===== src/rtl/mem_port_arbiter.sv =====
// rtl/mem_port_arbiter.sv - fetch/data arbiter sharing one single-port unified memory
// One transaction outstanding at a time: IDLE grants, ISSUE holds the command, WAIT routes the response.
module mem_port_arbiter #(
  parameter int ADDR_W     = 32,
  parameter int DATA_W     = 32,
  parameter int STARVE_MAX = 4
) (
  input  logic                clk,
  input  logic                rst,
  input  logic                i_if_req,
  input  logic [ADDR_W-1:0]   i_if_addr,
  output logic                o_if_gnt,
  output logic                o_if_rvalid,
  output logic [DATA_W-1:0]   o_if_rdata,
  input  logic                i_dm_req,
  input  logic                i_dm_we,
  input  logic [DATA_W/8-1:0] i_dm_be,
  input  logic [ADDR_W-1:0]   i_dm_addr,
  input  logic [DATA_W-1:0]   i_dm_wdata,
  output logic                o_dm_gnt,
  output logic                o_dm_rvalid,
  output logic [DATA_W-1:0]   o_dm_rdata,
  output logic                o_mem_req,
  output logic                o_mem_we,
  output logic [DATA_W/8-1:0] o_mem_be,
  output logic [ADDR_W-1:0]   o_mem_addr,
  output logic [DATA_W-1:0]   o_mem_wdata,
  input  logic                i_mem_ready,
  input  logic                i_mem_rvalid,
  input  logic [DATA_W-1:0]   i_mem_rdata,
  output logic                o_busy,
  output logic                o_proto_err
);

  localparam int CNT_W = $clog2(STARVE_MAX + 1);

  typedef enum logic [1:0] {
    IDLE  = 2'd0,
    ISSUE = 2'd1,
    WAIT  = 2'd2
  } arbStateT;

  arbStateT           state;
  arbStateT           nextState;
  logic               ownerDm;
  logic [CNT_W-1:0]   starveCnt;
  logic               starved;
  logic               ifWins;
  logic               dmWins;

  // DM normally wins; a fetch that has watched STARVE_MAX DM grants go by takes the next slot.
  always_comb begin
    starved   = (starveCnt == CNT_W'(STARVE_MAX));
    ifWins    = i_if_req && (!i_dm_req || starved);
    dmWins    = i_dm_req && !ifWins;
    o_if_gnt  = 1'b0;
    o_dm_gnt  = 1'b0;
    nextState = state;
    case (state)
      IDLE: begin
        o_if_gnt = ifWins && !rst;
        o_dm_gnt = dmWins && !rst;
        if (ifWins || dmWins) nextState = ISSUE;
      end
      ISSUE: if (i_mem_ready) nextState = WAIT;
      WAIT:  if (i_mem_rvalid) nextState = IDLE;
      default: nextState = IDLE;
    endcase
  end

  assign o_busy = (state != IDLE);

  always_ff @(posedge clk or posedge rst) begin
    if (rst) state <= IDLE;
    else     state <= nextState;
  end

  always_ff @(posedge clk or posedge rst) begin
    if (rst) begin
      o_mem_req   <= 1'b0;
      o_mem_we    <= 1'b0;
      o_mem_be    <= '0;
      o_mem_addr  <= '0;
      o_mem_wdata <= '0;
      o_if_rvalid <= 1'b0;
      o_if_rdata  <= '0;
      o_dm_rvalid <= 1'b0;
      o_dm_rdata  <= '0;
      o_proto_err <= 1'b0;
      ownerDm     <= 1'b0;
      starveCnt   <= '0;
    end else begin
      o_if_rvalid <= 1'b0;
      o_dm_rvalid <= 1'b0;
      // A response with no transaction waiting for it means the memory broke its contract.
      if (i_mem_rvalid && state != WAIT) o_proto_err <= 1'b1;
      case (state)
        IDLE: begin
          if (o_if_gnt) begin
            o_mem_req   <= 1'b1;
            o_mem_we    <= 1'b0;
            o_mem_be    <= '1;
            o_mem_addr  <= i_if_addr;
            o_mem_wdata <= '0;
            ownerDm     <= 1'b0;
            starveCnt   <= '0;
          end else if (o_dm_gnt) begin
            o_mem_req   <= 1'b1;
            o_mem_we    <= i_dm_we;
            o_mem_be    <= i_dm_be;
            o_mem_addr  <= i_dm_addr;
            o_mem_wdata <= i_dm_wdata;
            ownerDm     <= 1'b1;
            if (!i_if_req)    starveCnt <= '0;
            else if (!starved) starveCnt <= starveCnt + CNT_W'(1);
          end
        end
        ISSUE: begin
          if (i_mem_ready) o_mem_req <= 1'b0;
        end
        WAIT: begin
          if (i_mem_rvalid) begin
            if (ownerDm) begin
              o_dm_rvalid <= 1'b1;
              o_dm_rdata  <= o_mem_we ? '0 : i_mem_rdata;
            end else begin
              o_if_rvalid <= 1'b1;
              o_if_rdata  <= i_mem_rdata;
            end
          end
        end
        default: ;
      endcase
    end
  end

endmodule


===== config.mk =====
export PLATFORM = sky130hd
export DESIGN_NAME = mem_port_arbiter
export DESIGN_NICKNAME = d
export VERILOG_FILES = /design/src/rtl/mem_port_arbiter.sv
export SDC_FILE = /design/constraint.sdc
export NUM_CORES = 1
export LEC_CHECK = 0
export CORE_ASPECT_RATIO = 1.1
export CORE_MARGIN = 2
export CORE_UTILIZATION = 25
export CTS_CLUSTER_DIAMETER = 200
export DETAILED_ROUTE_END_ITERATION = 7
export GPL_TIMING_DRIVEN = 0
export PLACE_DENSITY = 0.51
export SETUP_SLACK_MARGIN = 0.02
export SLEW_MARGIN = 20
export SYNTH_ARGS = -nofsm -noshare
export SYNTH_HDL_FRONTEND = slang
export SYNTH_SLANG_ARGS = --single-unit

===== constraint.sdc =====
create_clock -name clk -period 5.99 [get_ports clk]
set_input_delay 0.8985 -clock clk [delete_from_list [all_inputs] [get_ports clk]]
set_output_delay 0.8985 -clock clk [all_outputs]
set_load 0.01 [all_outputs]

==> metrics.yaml <==
clocking:
  htree_levels: 4
  cts-resized-gates: 0
  cts_tree: "yes"
  clock_sinks: 143
  numCtsBuffers: 17
  clk_latency_ns: 0.42
  holdBufCountCts: 0
  clk_pin_slew_worst_paths_ns: 0.06
  post_cts_buffers: 0
  cts_root_buffer: "clkbuf_16"
  cts_buffer_depth: 2
sta:
  relSlewSlack: 0.584
  finalCritPeriodShare: 0.716
  rsz0062_at_grt: "false"
  setup_viol: 0
  whs_ns: 0.469
  tns_ns: 0
  fmax_mhz: 233
  tightest_slew_ns: 0.622
  drv_slew: 0
  hold_viol_final: 0
  min_period_ns: 4.29
  skew_ns: 0.0114
power_and_ir_drop:
  internal_power_uw: 3150
  clkPwrFrac: 0.216
  p_switching_uw: 1620
  peakVddDrop_mv: 0.156
  static-leakage-power_uw: 0.00400
  p_comb_frac: 0.439
  power_density_nw_per_um2: 488
  swShare: 0.339
  pwr-share-seq: 0.345
setup_path:
  critPathArrivalTime_ns: 3.39
  cp_max_fo: 10
  cp.required_ns: 5.09
  endpoint_kind: "output pin"
  path_class: "input pin to output pin"
  r2r_cells: 7
  crit_end: "o_dm_gnt"
  path_common_cell: "clkdlybuf4s50_1"
  crit_chain: "clkdlybuf4s50_1 > nor3_4 > o211ai_2 > inv_2 > buf_4 > clkdlybuf4s50_1"
  slowest_stage: "clkdlybuf4s50_1"
  r2r_start: "starveCnt[0]"
  start_kind: "input pin"
  critPathMaxStageDelay_ns: 0.57
  r2r_slack_ns: 3.95
  r2r_end: "o_mem_wdata[18]"
  crit_path_start: "rst"
die:
  core_area_um2: 23600
  dieWidth_um: 152
  chipHeight_um: 167
  core.rowCount: 59
  start_util: 0.254
  ios: 279
  die_area_um2: 25300
route:
  num_vias: 5333
  vias_per_cell: 4.69
  first_pass_iters: 4
  wirelength_um: 20900
  drt_first_iter_violations: 182
  drtAntennaViolNets: 0
  wl_per_cell_um: 18.4
  drc: 0
hold_path:
  worst_hold_path_type: "flip-flop to flip-flop"
synth:
  synth_seq_cells: 143
  ys_types: 37
  syn_nets: 663
  synth_area_um2: 6000
  netlist_instances: 522
  ys_seq_area_frac: 0.596
  yosysWarnings: 0
  syn_area_per_cell_um2: 11.5
global_routing:
  grt_start_max_net_pins: 96
  grt_pass1_wl_um: 32100
  grt_pass1_vias: 5543
  grt.overflow.total: 0
  grtUsageTotal: 0.165
  grt_antenna_before_repair: 0
layout:
  num_antenna_cells: 0
  stdcell_area_um2: 9770
  fillers: 2354
  final_cell_mix: "clkdlybuf4s50_1 (278), dfrtp_1 (143), o21ai_0 (63)"
  drive_gt1_frac: 0.106
  fin_cells: 1138
  syn2layout_area_growth_pct: 62.8
  final_common_cell: "clkdlybuf4s50_1"
  nNetsFinal: 961
  final_util: 0.414
place:
  place_area_um2: 9200
  io_buffers: 278
  placedCellCount: 1106
  dp_hpwl_um: 15400
  gp_congestion: 0.762
job:
  maxCapViolCount: 0
status:
  outcome: "finished, final reports clean"
stage by stage:
| stage | power (µW) | setup WS, ns |
|---|---|---|
| detailed placement | 3790 | 1.64 |
| floorplan | 2540 | 1.25 |
| finish | 4770 | 1.70 |
| global route | 5090 | 1.54 |
| CTS | 4850 | 1.64 |
| global placement | 3770 | -1.39 |
registers in the layout, summed over array words and instances (netlist names):
| name | cells |
|---|---|
| ownerDm | 1 |
| o_dm_rdata | 32 |
| o_mem_be | 4 |
| o_if_rvalid | 1 |
| o_proto_err | 1 |
| o_mem_req | 1 |
| o_mem_addr | 32 |
| o_mem_we | 1 |
| starveCnt | 3 |
| o_if_rdata | 32 |
| o_dm_rvalid | 1 |
| state | 2 |
| o_mem_wdata | 32 |
area by class of cell:
class                      instances  area (µm²)  area share
clock buffer                      17         425      0.0435
multi-input combinational        325        2160       0.221
timing repair buffer             279        2810       0.288
clock inverter                    15         144      0.0147
inverter                           7        33.8     0.00346
sequential                       143        3580       0.366
tap                              305         382      0.0391
buffer                            47         235      0.0241
power by group through the flow:
stage                     clock network (µW)  registers, µW  logic, µW
after global routing                    1110           1710       2270
final                                   1030           1650       2090
after global placement                     0           1660       2120
after floorplan                            0           1850        695
after CTS                               1070           1650       2130
after detailed placement                   0           1670       2120
cells by family after synthesis:
logic type	share of synthesized area
AO/OA/AOI/OAI	0.195
adder cells (fa/ha/maj)	0.00417
buffers and inverters	0.0436
flip-flops	0.596
multiplexers	0.0600
AND/OR/NAND/NOR	0.101
worst min path at each step:
stage	from	to	slack (ns)	cells past startpoint
2_1_floorplan	o_proto_err	o_proto_err	0.49	1
3_3_place_gp	o_proto_err	o_proto_err	0.44	1
3_5_place_dp	o_proto_err	o_proto_err	0.45	1
4_1_cts	o_proto_err	o_proto_err	0.47	1
5_1_grt	o_proto_err	o_proto_err	0.49	1
6_report	o_proto_err	o_proto_err	0.47	1
worst max-delay path: cells and delay by family:
family                 cells  cell delay [ns]
AOI/OAI and AO/OA          1             0.34
and+or+nand+nor            1             0.52
buffers and inverters      4             1.62
layer usage:
layer | up-vias | GRT usage | share of wire
met4 | 0 | 0.0411 | 0.011
met2 | 210 | 0.267 | 0.48
li1 | 2505 | - | -
met5 | - | 0 | 0
met1 | 2604 | 0.210 | 0.43
met3 | 14 | 0.0567 | 0.084
synthesized netlist by cell type:
cell type,instances,share of area
dfrtp_1,143,0.60
o21ai_0,63,0.053
nand2_1,36,0.023
a22o_1,33,0.048
a31oi_1,33,0.034
nand2b_1,33,0.034
nor3_1,33,0.028
clkbuf_1,32,0.020
o31ai_1,32,0.040
mux2_2,31,0.058
buf_4,6,0.0075
buf_2,5,0.0042
inv_1,5,0.0031
buf_6,4,0.0075
o22a_1,4,0.0058
nor2_1,3,0.0019
o21ai_1,3,0.0025
a21o_1,2,0.0025
ha_1,2,0.0042
o22ai_1,2,0.0021
a211oi_1,1,0.0013
a21bo_2,1,0.0017
a21boi_2,1,0.0019
clkinv_1,1,0.00062
inv_2,1,0.00062
mux2_1,1,0.0019
nand2_2,1,0.0010
nand3b_1,1,0.0013
nand4_1,1,0.0010
nand4b_1,1,0.0015
nor3_4,1,0.0027
nor3b_1,1,0.0013
nor3b_4,1,0.0031
o211ai_2,1,0.0021
or2_1,1,0.0010
or2_2,1,0.0010
or3_1,1,0.0010
(Power assumes the default switching activity.)
